==> src/rtl/uart_rx.sv <==
`timescale 1ns/1ps
// 8N1 UART receiver: 2-flop synchroniser, start-bit qualification, mid-bit sampling.
// Optional 2-of-3 majority sampling around each bit centre when UART_RX_MAJORITY_EN is defined.
//
// state   | meaning
// --------+--------------------------------------------------------------
// S_IDLE  | line idle, waiting for a falling edge on rx_s
// S_START | timing to mid start bit; low confirms the start, high is a glitch
// S_DATA  | sampling L data bits, one per D cycles, LSB first
// S_STOP  | sampling the stop bit; high delivers the word, low flags an error
module uart_rx #(
  parameter int D = 234,
  parameter int L = 8
) (
  input  logic         i_clk,
  input  logic         i_rst_n,
  input  logic         i_rxd,
  output logic [L-1:0] o_data,
  output logic         o_valid,
  output logic         o_frame_err,
  output logic         o_busy
);

  localparam int CW = $clog2(D);
  localparam int BW = $clog2(L + 1);

`ifdef UART_RX_MAJORITY_EN
  // Decision lands one cycle after the bit centre so the third vote is available.
  localparam logic [CW-1:0] S_DEC = CW'(D / 2);
`else
  localparam logic [CW-1:0] S_DEC = CW'(D / 2 - 1);
`endif
  localparam logic [CW-1:0] B_DEC = CW'(D - 1);
  localparam logic [BW-1:0] LAST  = BW'(L - 1);

  typedef enum logic [1:0] {
    S_IDLE,
    S_START,
    S_DATA,
    S_STOP
  } state_t;

  state_t          state, state_n;
  logic            rx_m, rx_s, rx_q;
  logic [CW-1:0]   cnt;
  logic [CW-1:0]   tgt;
  logic [BW-1:0]   bit_idx;
  logic [L-1:0]    shreg;
  logic            smp;
  logic            dec;
  logic            cnt_clr, shift_en, idx_clr, load, ferr;

`ifdef UART_RX_MAJORITY_EN
  logic h_a, h_b;
  assign smp = (h_a & h_b) | (h_a & rx_s) | (h_b & rx_s);
`else
  assign smp = rx_s;
`endif

  assign o_busy = (state != S_IDLE);

  always_ff @(posedge i_clk) begin
    if (!i_rst_n) begin
      rx_m        <= 1'b1;
      rx_s        <= 1'b1;
      rx_q        <= 1'b1;
      state       <= S_IDLE;
      cnt         <= '0;
      bit_idx     <= '0;
      shreg       <= '0;
      o_data      <= '0;
      o_valid     <= 1'b0;
      o_frame_err <= 1'b0;
    end else begin
      rx_m        <= i_rxd;
      rx_s        <= rx_m;
      rx_q        <= rx_s;
      state       <= state_n;
      cnt         <= cnt_clr ? '0 : cnt + 1'b1;
      o_valid     <= load;
      o_frame_err <= ferr;
      if (idx_clr)
        bit_idx <= '0;
      else if (shift_en)
        bit_idx <= bit_idx + 1'b1;
      if (shift_en)
        shreg <= (shreg >> 1) | (L'(smp) << (L - 1));
      if (load)
        o_data <= shreg;
    end
  end

`ifdef UART_RX_MAJORITY_EN
  always_ff @(posedge i_clk) begin
    if (!i_rst_n) begin
      h_a <= 1'b1;
      h_b <= 1'b1;
    end else begin
      if (cnt == tgt - CW'(2))
        h_a <= rx_s;
      if (cnt == tgt - CW'(1))
        h_b <= rx_s;
    end
  end
`endif

  always_comb begin
    state_n  = state;
    cnt_clr  = 1'b0;
    shift_en = 1'b0;
    idx_clr  = 1'b0;
    load     = 1'b0;
    ferr     = 1'b0;
    tgt      = (state == S_START) ? S_DEC : B_DEC;
    dec      = (state != S_IDLE) && (cnt == tgt);
    case (state)
      S_IDLE: begin
        cnt_clr = 1'b1;
        if (rx_q && !rx_s)
          state_n = S_START;
      end
      S_START: begin
        if (dec) begin
          cnt_clr = 1'b1;
          idx_clr = 1'b1;
          state_n = smp ? S_IDLE : S_DATA;
        end
      end
      S_DATA: begin
        if (dec) begin
          cnt_clr  = 1'b1;
          shift_en = 1'b1;
          if (bit_idx == LAST)
            state_n = S_STOP;
        end
      end
      S_STOP: begin
        if (dec) begin
          cnt_clr = 1'b1;
          state_n = S_IDLE;
          if (smp)
            load = 1'b1;
          else
            ferr = 1'b1;
        end
      end
      default: state_n = S_IDLE;
    endcase
  end

endmodule

==> config.mk <==
export PLATFORM = sky130hd
export DESIGN_NAME = uart_rx
export DESIGN_NICKNAME = d
export VERILOG_FILES = /design/src/rtl/uart_rx.sv
export SDC_FILE = /design/constraint.sdc
export NUM_CORES = 1
export LEC_CHECK = 0
export ABC_AREA = 1
export BUFFER_PORTS_ARGS = -buffer_cell sky130_fd_sc_hd__buf_2
export CORE_UTILIZATION = 60
export CTS_CLUSTER_SIZE = 24
export DETAILED_ROUTE_END_ITERATION = 12
export GPL_TIMING_DRIVEN = 0
export PLACE_DENSITY = 0.81
export SLEW_MARGIN = 20
export SYNTH_ARGS = -nofsm -noshare
export SYNTH_HDL_FRONTEND = slang
export SYNTH_SLANG_ARGS = --single-unit
==> constraint.sdc <==
create_clock -name i_clk -period 3.5 [get_ports i_clk]
set_input_delay 0.7 -clock i_clk [delete_from_list [all_inputs] [get_ports i_clk]]
set_output_delay 0.7 -clock i_clk [all_outputs]
set_load 0.05 [all_outputs]
# Yosys cells after proc, flatten, opt, wreduce, memory -nomap -nowiden
# Cells that the tools add are included.
[op_classes] n_addsub=2 mul=0 n_div=0 n_lt_le_gt_ge=0 eq_ne=10 shifts=0 muxes=16 bitwise_logic=2 reduce_logical=10
[op_table] operator="$mux W2" count=6
[op_table] operator="$ne A2 B2 Y1 const B" count=5
[op_table] operator="$add A8 B1 Y8 const B" count=1
[op_table] operator="$eq A8 B8 Y1" count=1
[op_table] operator="$mux W8" count=1
[op_table] operator="$or A7 B8 Y8" count=1
[op_table] operator="$pmux W2 S4" count=1
[op_table] operator="$mux W1" count=7
[op_table] operator="$reduce_and A5 Y1" count=1
[op_table] operator="$add A4 B1 Y4 const B" count=1
[op_table] operator="$eq A2 B2 Y1 const B" count=2
[op_table] operator="$eq A4 B3 Y1 const B" count=1
[op_table] operator="$reduce_or A2 Y1" count=2
[op_table] operator="$reduce_and A3 Y1" count=1
[op_table] operator="$reduce_or A3 Y1" count=1
[op_table] operator="$eq A2 B1 Y1 const B" count=1
[op_table] operator="$logic_and A1 B1 Y1" count=2
[op_table] operator="$logic_not A2 Y1" count=1
[op_table] operator="$pmux W1 S2" count=1
[op_table] operator="$reduce_bool A2 Y1" count=1
[op_table] operator="$logic_not A1 Y1" count=1
[op_table] operator="$not A1 Y1" count=1
[totals] register_bits=35 latch_bits=0 ram_bits=0 mem_bits_ro=0 input_bits=3 out_inout_bits=11 wordCells=50 n_memories=0

# Longest topological paths before layout
[depth] word_depth=7 depth_mapped=11 depth_no_buf=10

# Least setup slack after synthesis
# No wires, ideal clock.
[synth_path] kind="reg2out" from="register state[0]" to="output o_busy" arrival_time_ps=811 t_required_ps=2800 path_slack_ps=1989 path_stages_with_launch=3 path_cell_list="dfxtp_1 inv_2 nand2_1"
[synth_via] elab_chain_len=1
[synth_rtl] item="from (decl)" line_no="43" rtl="state_t state, state_n;"
[synth_rtl] item="from (signal assigned)" line_no="78" rtl="state <= state_n;"
[synth_rtl] item="$reduce_bool A2 Y1" line_no="60" rtl="assign o_busy = (state != S_IDLE);"
[synth_rtl] item="to (decl)" line_no="21" rtl="output logic o_busy"
# No other way between the ends.

# Final worst setup path
# Ends and elaborated chain as after synthesis.

==> results by group <==
Clocking
  – Hold-fix buffers, CTS: 0
  – Clock latency on the worst-skew pair: 340 ps
  – CTS sink count: 35
  – Max H-tree Level: 2
  – Max clock buf depth: 2
  – CTS root buf: clkbuf_4
  – CTS buffer count: 5
  – Worst-path clk slew: 110 ps
  – PostCTS Resize Cnt: 0
  – CTS tree: built
  – Post-CTS Setup Bufs: 0

Floorplanning
  – Core box area: 2280 um2
  – Initial Util: 0.654
  – Core Rows: 17
  – Boundary Pins: 14
  – Die Y: 51.8 um
  – Die ar.: 2680 um2
  – Die W: 51.8 um

Critical path
  – Biggest cell delay along the critical path: 440 ps
  – R2r startpoint: state[0]$_SDFFE_PN0P_
  – Crit Path Category: flip-flop to primary output
  – Worst path buffer plus inverter count: 2
  – Flop2flop setup slack: 1940 ps
  – R2R Path End: o_data[5]$_SDFFE_PN0P_
  – R2R cell count: 10
  – Critical Path RT: 2800 ps
  – Max stage delay cell, worst path: dfxtp_1
  – Setup crit start: state[0]$_SDFFE_PN0P_
  – Worst-path cell chain: inv_2 -> nand2_1 -> buf_2
  – Cell family with most CP delay: flip-flops
  – Critical Path Source Type: flip-flop
  – CP max FO: 6
  – Endpoint type of the worst setup path: primary output
  – Arrival time worst endpoint: 1220 ps
  – WP depth: 3

Logic synthesis
  – Asr flop ratio synth: 0
  – Yosys warns: 0
  – Post-Syn Nets: 206
  – EDFF count, synth: 0
  – Post-Syn Area: 1490 um2
  – Flops & latches, synth: 35
  – Synth cell types: 24
  – Syn Inst Count: 201
  – Synth Flop Type: dfxtp_1
  – Seq/Total Area, Yosys: 0.471
  – Mean Syn Cell Area: 7.40 um2

Outcome
  – Status: finished clean

Routing
  – DR DRC count: 0
  – DRT iter0 DRCs: 20
  – Vias per cell: 4.92
  – DRT antenna net count: 0
  – Drt first pass iters: 4
  – Final wirelength: 2680 um
  – Vias post-DR: 1229
  – WL/cell: 10.7 um

Finish
  – Most common cell after layout, fill and taps aside: nor2_1
  – Final nets: 226
  – Finished Core Util: 0.723
  – Layout cells sized above 1: 0.180
  – Commonest non-fill, non-tap cells in the layout: nor2_1, nand2_1, dfxtp_1, inv_1, buf_2
  – ANT cells: 0
  – Syn-to-layout area delta: 10.6%

STA
  – Worst slew pin tran: 358 ps
  – Fmax: 521 MHz
  – Period utilization: 0.548
  – Clock Skew: 8.97 ps
  – Final Max Tran Viols: 0
  – Unrepaired setup endpoints after global routing: false
  – Slew margin rel.: 0.761
  – Hold_ws: 428 ps
  – Post-route minimum period: 1920 ps
  – Setup TNS: 0 ps
  – Final setup violation count: 0
  – Final hold violation count: 0

Placed design
  – Detail Placement HPWL: 1930 um
  – RD Place Congestion: 0.794
  – PortBufs: 13

Min path
  – Hold path endpoint: rx_s$_SDFF_PN1_
  – WHS Path Cells: 1
  – HP Class: flip-flop to flip-flop
  – HP Start: rx_m$_SDFF_PN1_

Global route
  – Largest net degree at the start of global routing: 13
  – First-pass GRT wire length: 4700 um
  – Met2 Track Usage GR: 0.390
  – Gr usage total: 0.244
  – Remaining Overflow, GRT: 0
  – Routing usage on met1: 0.304
  – M3 GR Usage: 0.0614
  – Initial antenna violation count: 0
  – Vias in the first global route: 1095
  – Top Usage Layer GRT: met2

Pwr
  – Pwr dens: 406 nW/um2
  – Peak VDD IR: 0.311 mV
  – Leak Pwr: 0.812 nW

Job
  – Max_cap viols: 0
## power by group
| group | internal [mW] | leakage (nW) | switching, mW |
|---|---|---|---|
| sequential | 0.403 | 0.283 | 0.00606 |
| clock | 0.0767 | 0.0272 | 0.140 |
| combinational | 0.0131 | 0.502 | 0.0294 |
## cell families (layout without fill, tap and decap cells)
family,Yosys count,count (layout),share of synthesized area
compound gates,15,15,0.0530
xor+xnor,5,5,0.0294
fa+ha+maj,2,2,0.0168
buf+inv,28,49,0.0883
flops,35,35,0.471
simple gates,116,116,0.341
## per-stage QoR
step | setup slack (ps) | power, mW | area, um2 | cells
detailed placement | 1960 | 0.460 | 1590 | 242
global placement | 1960 | 0.459 | 1590 | 242
floorplan | 1990 | 0.450 | 1490 | 201
CTS | 1560 | 0.677 | 1650 | 250
finish | 1580 | 0.668 | 1650 | 250
global route | 1500 | 0.697 | 1650 | 250
## worst max path at each step
stage / endpoint / slack, ps
CTS: o_busy / 1560
floorplan: o_busy / 1990
global route: o_busy / 1500
detailed placement: o_busy / 1960
global placement: o_busy / 1960
finish: o_busy / 1580
## sequential cells by signal, indices dropped and copies added, names as in the netlist, named ones only
name,flops
rx_q,1
cnt,8
o_data,8
state,1
o_frame_err,1
bit_idx,4
rx_m,1
rx_s,1
shreg,8
o_valid,1
## layout make-up
type	instances	area (um2)
buffer	5	45.0
clock buffer	5	37.5
clock inverter	3	20.0
fill	199	631
inverter	23	86.3
multi-input combinational	138	656
sequential	35	701
tap	28	35.0
timing repair buffer	13	65.1
## routing by layer
metal	routed length, um	vias to the layer above
met5	0	-
met4	38	0
met3	62	5
met2	1280	15
met1	1290	547
li1	-	662
## synth_stat cells, types with 3 or more instances
library cell / count / area share
inv_2: 3 / 0.0076
o21ai_1: 4 / 0.013
inv_1: 20 / 0.050
dfxtp_1: 35 / 0.47
o21ai_0: 6 / 0.020
nand4_1: 3 / 0.013
a21oi_1: 4 / 0.013
nand3_1: 9 / 0.030
buf_6: 3 / 0.023
nor2_1: 55 / 0.14
nand2_2: 5 / 0.021
nand2_1: 35 / 0.088
xor2_1: 3 / 0.018
Note: power is estimated with default switching activity, not from simulation.
